$ cat config.mk
export PLATFORM = sky130hd
export DESIGN_NAME = dma_rd_streamer
export DESIGN_NICKNAME = d
export VERILOG_FILES = /design/src/rtl/dma_pkg.sv /design/src/rtl/dma_burst_calc.sv /design/src/rtl/dma_rd_streamer.sv
export SDC_FILE = /design/constraint.sdc
export NUM_CORES = 1
export LEC_CHECK = 0
export CAP_MARGIN = 5
export CORE_ASPECT_RATIO = 1.5
export CORE_UTILIZATION = 40
export CTS_BUF_LIST = sky130_fd_sc_hd__clkbuf_8
export DETAILED_ROUTE_END_ITERATION = 7
export GPL_TIMING_DRIVEN = 0
export HOLD_SLACK_MARGIN = 0.1
export PLACE_DENSITY_LB_ADDON = 0.2
export SLEW_MARGIN = 25
export SYNTH_ARGS = -nofsm -noshare
export SYNTH_HDL_FRONTEND = slang
export SYNTH_HIERARCHICAL = 1
export SYNTH_SLANG_ARGS = --single-unit
$ cat constraint.sdc
create_clock -name clk -period 11.2 [get_ports clk]
set_input_delay 2.24 -clock clk [delete_from_list [all_inputs] [get_ports clk]]
set_output_delay 2.24 -clock clk [all_outputs]
set_load 0.02 [all_outputs]
$ cat src/rtl/dma_pkg.sv
`default_nettype none
// ============================================================================
//  Module      : dma_pkg
//  Description : Shared DMA types and constants: descriptor and error
//                structs, error-source codes, read-streamer state encoding.
//  Revision    : 1.0 - initial release with read streamer support
// ============================================================================
package dma_pkg;

    localparam int DMA_ADDR_W      = 32;
    localparam int DMA_BYTES_W     = 32;
    localparam int DMA_4K_BOUNDARY = 4096;

    // Originator codes carried in the error struct's src field
    localparam logic DMA_ERR_SRC_WR = 1'b0;
    localparam logic DMA_ERR_SRC_RD = 1'b1;

    typedef struct packed {
        logic [DMA_ADDR_W-1:0]  src_addr;
        logic [DMA_ADDR_W-1:0]  dst_addr;
        logic [DMA_BYTES_W-1:0] num_bytes;
    } s_dma_desc_t;

    typedef struct packed {
        logic                  valid;
        logic                  src;
        logic [DMA_ADDR_W-1:0] addr;
    } s_dma_error_t;

    typedef enum logic [1:0] {
        ST_IDLE = 2'd0,
        ST_CALC = 2'd1,
        ST_REQ  = 2'd2,
        ST_DONE = 2'd3
    } rd_strm_st_t;

endpackage
`default_nettype wire

$ cat src/rtl/dma_burst_calc.sv
`default_nettype none
// ============================================================================
//  Module      : dma_burst_calc
//  Description : Combinational burst sizer. Picks the largest burst that
//                fits the remaining beats, the MAX_BEATS cap and the space
//                left before the next 4 KB page, returned as AXI len (beats-1).
//  Revision    : 1.0 - initial release
// ============================================================================
module dma_burst_calc
    import dma_pkg::*;
#(
    parameter int ADDR_W    = 32,
    parameter int BEATS_W   = 29,
    parameter int MAX_BEATS = 16,
    parameter int BPB_LOG2  = 3
) (
    input  logic [ADDR_W-1:0]  addr_i,
    input  logic [BEATS_W-1:0] beats_i,
    output logic [7:0]         len_o
);

    localparam int PAGE_LOG2 = $clog2(DMA_4K_BOUNDARY);
    // Beat count to the page end can equal a whole page (addr at offset 0)
    localparam int REM_W     = PAGE_LOG2 - BPB_LOG2 + 1;
    localparam int CMP_W     = (BEATS_W > 16) ? BEATS_W : 16;

    logic [REM_W-1:0] rem_beats;
    logic [CMP_W-1:0] burst;

    // Beats left before the page boundary (addresses are beat aligned)
    assign rem_beats = REM_W'(1 << (PAGE_LOG2 - BPB_LOG2))
                     - REM_W'(addr_i[PAGE_LOG2-1:BPB_LOG2]);

    // Three-way minimum, then convert the beat count to AXI len encoding
    always_comb begin
        burst = CMP_W'(beats_i);
        if (CMP_W'(MAX_BEATS) < burst) begin
            burst = CMP_W'(MAX_BEATS);
        end
        if (CMP_W'(rem_beats) < burst) begin
            burst = CMP_W'(rem_beats);
        end
        len_o = 8'(burst - CMP_W'(1));
    end

endmodule
`default_nettype wire

$ cat src/rtl/dma_rd_streamer.sv
`default_nettype none
// ============================================================================
//  Module      : dma_rd_streamer
//  Description : Read-side DMA streamer. Accepts a descriptor from the DMA
//                FSM, splits its source region into AXI4 INCR read-burst
//                requests (MAX_BEATS and 4 KB limited), pulses done when all
//                requests are issued and flags misaligned descriptors.
//  Revision    : 1.0 - initial release
// ============================================================================
module dma_rd_streamer
    import dma_pkg::*;
#(
    parameter int ADDR_W    = DMA_ADDR_W,
    parameter int DATA_W    = 64,
    parameter int BYTES_W   = DMA_BYTES_W,
    parameter int MAX_BEATS = 16
) (
    input  logic              clk,
    input  logic              rstn,
    input  logic              dma_stream_rd_valid_i,
    input  s_dma_desc_t       dma_desc_i,
    input  logic              clear_dma_i,
    output logic              dma_stream_rd_done_o,
    output s_dma_error_t      dma_stream_rd_err_o,
    output logic              rd_req_valid_o,
    input  logic              rd_req_ready_i,
    output logic [ADDR_W-1:0] rd_req_addr_o,
    output logic [7:0]        rd_req_len_o,
    output logic [2:0]        rd_req_size_o,
    output logic              rd_busy_o
);

    localparam int BPB      = DATA_W / 8;
    localparam int BPB_LOG2 = $clog2(BPB);
    localparam int BEATS_W  = BYTES_W - BPB_LOG2;

    rd_strm_st_t        state_q, state_d;
    logic [ADDR_W-1:0]  addr_q,  addr_d;
    logic [BEATS_W-1:0] beats_q, beats_d;
    logic [7:0]         len_q,   len_d;
    logic               done_q,  done_d;

    logic [7:0]         calc_len;
    logic [8:0]         burst_beats;
    logic [BEATS_W-1:0] beats_left;
    logic               misaligned;

    dma_burst_calc #(
        .ADDR_W    (ADDR_W),
        .BEATS_W   (BEATS_W),
        .MAX_BEATS (MAX_BEATS),
        .BPB_LOG2  (BPB_LOG2)
    ) u_burst_calc (
        .addr_i  (addr_q),
        .beats_i (beats_q),
        .len_o   (calc_len)
    );

    assign burst_beats = {1'b0, len_q} + 9'd1;
    assign beats_left  = beats_q - BEATS_W'(burst_beats);
    assign misaligned  = (|dma_desc_i.src_addr[BPB_LOG2-1:0])
                       | (|dma_desc_i.num_bytes[BPB_LOG2-1:0]);

    // State, counters and the done pulse; async active-low reset
    always_ff @(posedge clk or negedge rstn) begin
        if (!rstn) begin
            state_q <= ST_IDLE;
            addr_q  <= '0;
            beats_q <= '0;
            len_q   <= '0;
            done_q  <= 1'b0;
        end else begin
            state_q <= state_d;
            addr_q  <= addr_d;
            beats_q <= beats_d;
            len_q   <= len_d;
            done_q  <= done_d;
        end
    end

    // Next-state, counter update and request/error outputs
    always_comb begin
        state_d             = state_q;
        addr_d              = addr_q;
        beats_d             = beats_q;
        len_d               = len_q;
        done_d              = 1'b0;
        rd_req_valid_o      = 1'b0;
        dma_stream_rd_err_o = '0;

        case (state_q)
            ST_IDLE: begin
                if (dma_stream_rd_valid_i) begin
                    if (dma_desc_i.num_bytes == '0) begin
                        state_d = ST_DONE;
                        done_d  = 1'b1;
                    end else if (misaligned) begin
                        dma_stream_rd_err_o.valid = 1'b1;
                        dma_stream_rd_err_o.src   = DMA_ERR_SRC_RD;
                        dma_stream_rd_err_o.addr  = dma_desc_i.src_addr;
                        state_d = ST_DONE;
                        done_d  = 1'b1;
                    end else begin
                        addr_d  = dma_desc_i.src_addr;
                        beats_d = BEATS_W'(dma_desc_i.num_bytes >> BPB_LOG2);
                        state_d = ST_CALC;
                    end
                end
            end
            ST_CALC: begin
                len_d   = calc_len;
                state_d = ST_REQ;
            end
            ST_REQ: begin
                rd_req_valid_o = 1'b1;
                if (rd_req_ready_i) begin
                    addr_d  = addr_q + (ADDR_W'(burst_beats) << BPB_LOG2);
                    beats_d = beats_left;
                    if (beats_left == '0) begin
                        state_d = ST_DONE;
                        done_d  = 1'b1;
                    end else begin
                        state_d = ST_CALC;
                    end
                end
            end
            ST_DONE: begin
                // Hold here until the FSM drops valid so a lagging valid
                // cannot start the same descriptor again
                if (!dma_stream_rd_valid_i) begin
                    state_d = ST_IDLE;
                end
            end
            default: begin
                state_d = ST_IDLE;
            end
        endcase

        // Abort wins over everything; a same-cycle handshake is still
        // considered taken by the AXI side
        if (clear_dma_i) begin
            state_d             = ST_IDLE;
            addr_d              = '0;
            beats_d             = '0;
            len_d               = '0;
            done_d              = 1'b0;
            dma_stream_rd_err_o = '0;
        end
    end

    assign dma_stream_rd_done_o = done_q;
    assign rd_req_addr_o        = addr_q;
    assign rd_req_len_o         = len_q;
    assign rd_req_size_o        = 3'(BPB_LOG2);
    assign rd_busy_o            = (state_q != ST_IDLE);

endmodule
`default_nettype wire

After elaboration in Yosys (flattened, before gate mapping)
Index checks and enable logic that the tools add are counted.

Input bits: 101. Register bits: 72. Word-level logic and storage cells: 68. Output and inout port bits: 80.

$add $sub $neg: 5. Muxes and demuxes: 37. Magnitude comparators: 2. Bitwise logic cells: 1. Equality and inequality tests: 8. Reductions and logical operators: 10.

Operator list (count): $mux 29 (6); $mux 34 (5); $mux 32 (5); $pmux 32 s2 (1); $pmux 29 s2 (1); $add 32x12->32 (1); $logic_not 32->1 (1); $logic_not 29->1 (1); $lt 10x29->1 (1); $lt 5x29->1 const A (1); $sub 29x9->29 (1); $mux 8 (3); $ne 3x3->1 const B (5); $mux 2 (7); $sub 10x9->10 const A (1); $add 8x1->9 const B (1); $pmux 2 s4 (1); $sub 8x1->8 const B (1); $mux 1 (7); $reduce_or 3->1 (2); $reduce_and 5->1 (1); $eq 2x2->1 const B (2); $reduce_bool 2->1 (2); $reduce_and 3->1 (1); 5 further kinds (5).

Logic depth before layout (Yosys ltp)
Depth in word-level cells: 7. Mapped depth: 20. Depth with buffers taken out: 19.

By module
Netlist, hierarchy kept.

Modules (own cells, without submodules): dma_rd_streamer (sequential area each 1801.7 µm², instances 1, area each 5654.2 µm², cells an instance 727); dma_burst_calc (sequential area each 0.0 µm², instances 1, area each 715.7 µm², cells an instance 106).

Worst setup path after synthesis
Ideal clock, no wire load.

Path kind: input -> output. From: input dma_desc_i[1] in the netlist's numbering. To: output dma_stream_rd_err_o[23] in the netlist's numbering. Required time: 8.960 ns. Stages on the path: 7. Path buffers: 1. Slack: 5.236 ns. Arrival time: 3.724 ns. Cell sequence: or3_1 nand3b_1 nor3_1 nor4_1 nor2b_1 clkbuf_1 and2_1.

RTL lines: start: declaration (line dma_rd_streamer.sv:21) `input s_dma_desc_t dma_desc_i,`; end: declaration (line dma_rd_streamer.sv:24) `output s_dma_error_t dma_stream_rd_err_o,`.

==> metrics <==
status complete, no violations; worst clock skew on the final layout 0.0153 ns; synthesis-to-finish area growth 30.2%; final-layout worst hold slack 0.543 ns; time the final worst path needs with I/O delays and setup 7.67 ns; I/O pins 181; worst slew margin relative to its limit 32.8%; critical path required time 8.96 ns; pins over their slew limit 0; Net Sw Power 548 uW; number of instances in the synthesized netlist 833; area of the die 0.0164 mm2; count of inserted antenna diode cells 0; total congestion overflow after global routing 0; final count of negative-setup-slack endpoints 0; RSZ-0062 raised after global routing false; effective utilization at floorplan 40.8%; clock transition at the registers of the reported paths 0.09 ns; count of standard-cell rows 56; share of total power in combinational logic 53.3%; width of the die 105 um; Detailed Route Iter0 Violations 448; CTS Buffer Depth 2; kind of start point of the critical path primary input; Routed wire per std cell 20.1 um; number of hold buffers added after CTS 0; xor and xnor area share after synthesis 4.12%; core region area 0.0156 mm2; maximum clock rate 130 MHz; Post-DP Area 0.00811 mm2; prevailing post-synth register cell sky130_fd_sc_hd__dfrtp_1; Reg power frac 28.8%; largest driver fanout on the critical path 10; post-DP HPWL 18,700 um; PostCTS Resize Cnt 0; worst-case vdd ir drop 0.0000571 V; post-synthesis async set-or-reset flop share 100%; initial antenna violation count 0; part of the cycle the worst path needs 68.5%; Pint 649 uW; cells along the critical path clkdlybuf4s50_1 -> nor4_1 -> nand4_1 -> nor3_1 -> nor4_1 -> nor2b_1 -> clkbuf_1 -> and2_1 -> clkdlybuf4s50_1; number of nets in the layout 1,127; clock sink count 72; critical path endpoint category output pin; post-CTS repair timing setup buffer count 0; count of endpoints failing hold in the final timing report 0; sequential share of the synthesized area 28.3%; path type of the worst min-delay path reg2reg; data arrival time of the worst path 5.43 ns; wire length of the first global-routing pass 37,500 um; Worst-Margin Slew 1.00 ns; placed instance count 1,186; global-route total usage across every layer 29.8%; Clock Tree Root sky130_fd_sc_hd__clkbuf_8; post-synthesis area per instance 7.65 um2; routability cong. 0.949; final cell count without fillers 1,201; fraction of the mapped netlist area in compound gates 25.9%; height of the chip 157 um; biggest area consumer among synthesized cells sky130_fd_sc_hd__dfrtp_1; Worst Setup Slack post-DPL 3.59 ns; via density per instance 5.98; number of global-route vias before repair 6,994; Clk network pwr share 18.0%; top-area cell type share of the netlist area 28.3%; number of CTS-inserted buffers 9; netlist area before placement 0.00637 mm2; H-tree level count 3; adder and majority cell fraction of the synthesized area 6.52%; largest net degree at the start of global routing 49; share of cells above drive strength 1 4.71%; worst skew pair latency 0.38 ns; number of synthesized flops with an enable pin 0; combinational family with the most area after synthesis simple AND/OR/NAND/NOR gates; Net Sw Frac 45.8%; count of unique library cells instantiated by Yosys 75; #FFs+latches synth 72; critical path class in2out; Total Neg Setup Slack 0 ns; DRC violation count after routing 0; number of antenna-violating nets in the routed design 0; number of warnings reported in the yosys synthesis log 6; simple-gate share of the synthesized area 27.5%; Max Cap Violations 0; slowest library cell on the worst path sky130_fd_sc_hd__clkdlybuf4s50_1; static leakage 3.33 nW; largest stage delay on the critical path 0.61 ns; total wirelength of the detailed-routed design 24,200 um; PnR worst setup slack 3.53 ns; vias post-DR 7,178; CTS tree yes; top cells by area in the synthesized netlist sky130_fd_sc_hd__dfrtp_1, sky130_fd_sc_hd__ha_1, sky130_fd_sc_hd__nor2_1; Power Dens Cells 144 mW/mm2; PortBufs 144; post-route cell area 0.00830 mm2; DRT Pass-1 Iters 5; mux cell area share after synthesis 2.20%
cell type report:
cell class                      count  area [um2]
Fill cell                        1510        7330
Multi-Input combinational cell    686        4250
Sequential cell                    72        1800
Timing Repair Buffer              145        1470
Tap cell                          203         254
Buffer                             46         206
Inverter                           34         128
Clock buffer                        9         124
Clock inverter                      6        62.6
layout by cell type (no fill, tap or decap), types with 11 or more instances in the layout:
cell                              instances
sky130_fd_sc_hd__nand3_1                 23
sky130_fd_sc_hd__clkdlybuf4s50_1        143
sky130_fd_sc_hd__a22oi_1                 14
sky130_fd_sc_hd__mux2i_1                 14
sky130_fd_sc_hd__o31ai_1                 14
sky130_fd_sc_hd__ha_1                    30
sky130_fd_sc_hd__xor2_1                  15
sky130_fd_sc_hd__xnor2_1                 15
sky130_fd_sc_hd__nor2_1                  90
sky130_fd_sc_hd__o21ai_1                 52
sky130_fd_sc_hd__nor3_1                  23
sky130_fd_sc_hd__a21oi_1                 61
sky130_fd_sc_hd__nand2b_1                11
sky130_fd_sc_hd__dfrtp_1                 72
sky130_fd_sc_hd__and2_1                  37
sky130_fd_sc_hd__inv_1                   35
sky130_fd_sc_hd__clkbuf_1                32
sky130_fd_sc_hd__o21ai_0                 36
sky130_fd_sc_hd__nand2_1                 77
sky130_fd_sc_hd__nor4_1                  28
cell usage after synthesis, types with 6 or more instances:
cell / n
sky130_fd_sc_hd__nand2_1: 77
sky130_fd_sc_hd__o21ai_0: 36
sky130_fd_sc_hd__dfrtp_1: 72
sky130_fd_sc_hd__xor2_1: 15
sky130_fd_sc_hd__nor3_1: 23
sky130_fd_sc_hd__o22ai_1: 7
sky130_fd_sc_hd__nand2b_1: 11
sky130_fd_sc_hd__and3_1: 6
sky130_fd_sc_hd__inv_1: 34
sky130_fd_sc_hd__a22oi_1: 14
sky130_fd_sc_hd__and2_1: 37
sky130_fd_sc_hd__o21ai_1: 52
sky130_fd_sc_hd__buf_2: 6
sky130_fd_sc_hd__nand4_1: 9
sky130_fd_sc_hd__nor2_1: 90
sky130_fd_sc_hd__o31ai_1: 14
sky130_fd_sc_hd__nand3_1: 23
sky130_fd_sc_hd__xnor2_1: 15
sky130_fd_sc_hd__or3_1: 9
sky130_fd_sc_hd__o21a_1: 9
sky130_fd_sc_hd__ha_1: 30
sky130_fd_sc_hd__clkbuf_1: 32
sky130_fd_sc_hd__nor4_1: 28
sky130_fd_sc_hd__a21oi_1: 61
sky130_fd_sc_hd__mux2i_1: 14
power groups by stage:
stage	Sequential, mW	Clock [mW]	Combinational [mW]
6_report	0.345	0.215	0.638
5_1_grt	0.350	0.227	0.695
4_1_cts	0.343	0.215	0.630
3_5_place_dp	0.348	0	0.627
3_3_place_gp	0.348	0	0.623
2_1_floorplan	0.351	0	0.409
cells by family (layout without fill, tap and decap cells):
group | Yosys count | count (layout)
fa+ha+maj | 32 | 32
simple gates | 342 | 342
other cells | 3 | 8
xor+xnor | 30 | 30
mux | 14 | 14
buf+inv | 80 | 240
flops | 72 | 72
compound gates | 260 | 260
worst max-delay path: cells and delay by family:
family,cells,cell delay [ns]
buffers and inverters,3,1.63
AND/OR/NAND/NOR,6,1.54
sequential cells by signal (all words and copies together) (netlist names):
register	flops
rd_req_len_o	8
state_q	2
rd_req_addr_o	32
dma_stream_rd_done_o	1
beats_q	29
worst paths after layout:
kind | start | end | slack, ns | cells after the start
worst min-delay path | rd_req_addr_o[0] | rd_req_addr_o[0] | 0.54 | 1
max in group asynchronous | rstn | beats_q[11] | 8.85 | 2
worst min register to register | rd_req_addr_o[0] | rd_req_addr_o[0] | 0.54 | 1
worst max-delay path | dma_desc_i[11] | dma_stream_rd_err_o[12] | 3.53 | 9
min in group asynchronous | rstn | rd_req_len_o[5] | 1.77 | 1
worst max register to register | beats_q[21] | rd_req_len_o[4] | 6.70 | 17
metrics by stage:
step,power (mW),utilization (%)
2_1_floorplan,0.760,-
3_3_place_gp,0.971,51.7
3_5_place_dp,0.975,51.9
4_1_cts,1.19,53.1
5_1_grt,1.27,53.1
6_report,1.20,53.1
layer usage:
metal	vias to the layer above	track usage [%]	routed length (um)
li1	3351	-	-
met1	3419	34.3	9430
met2	317	50.7	11600
met3	91	4.62	1440
met4	0	20.8	1670
met5	-	0	0
Note: power is estimated with default switching activity, not from simulation.
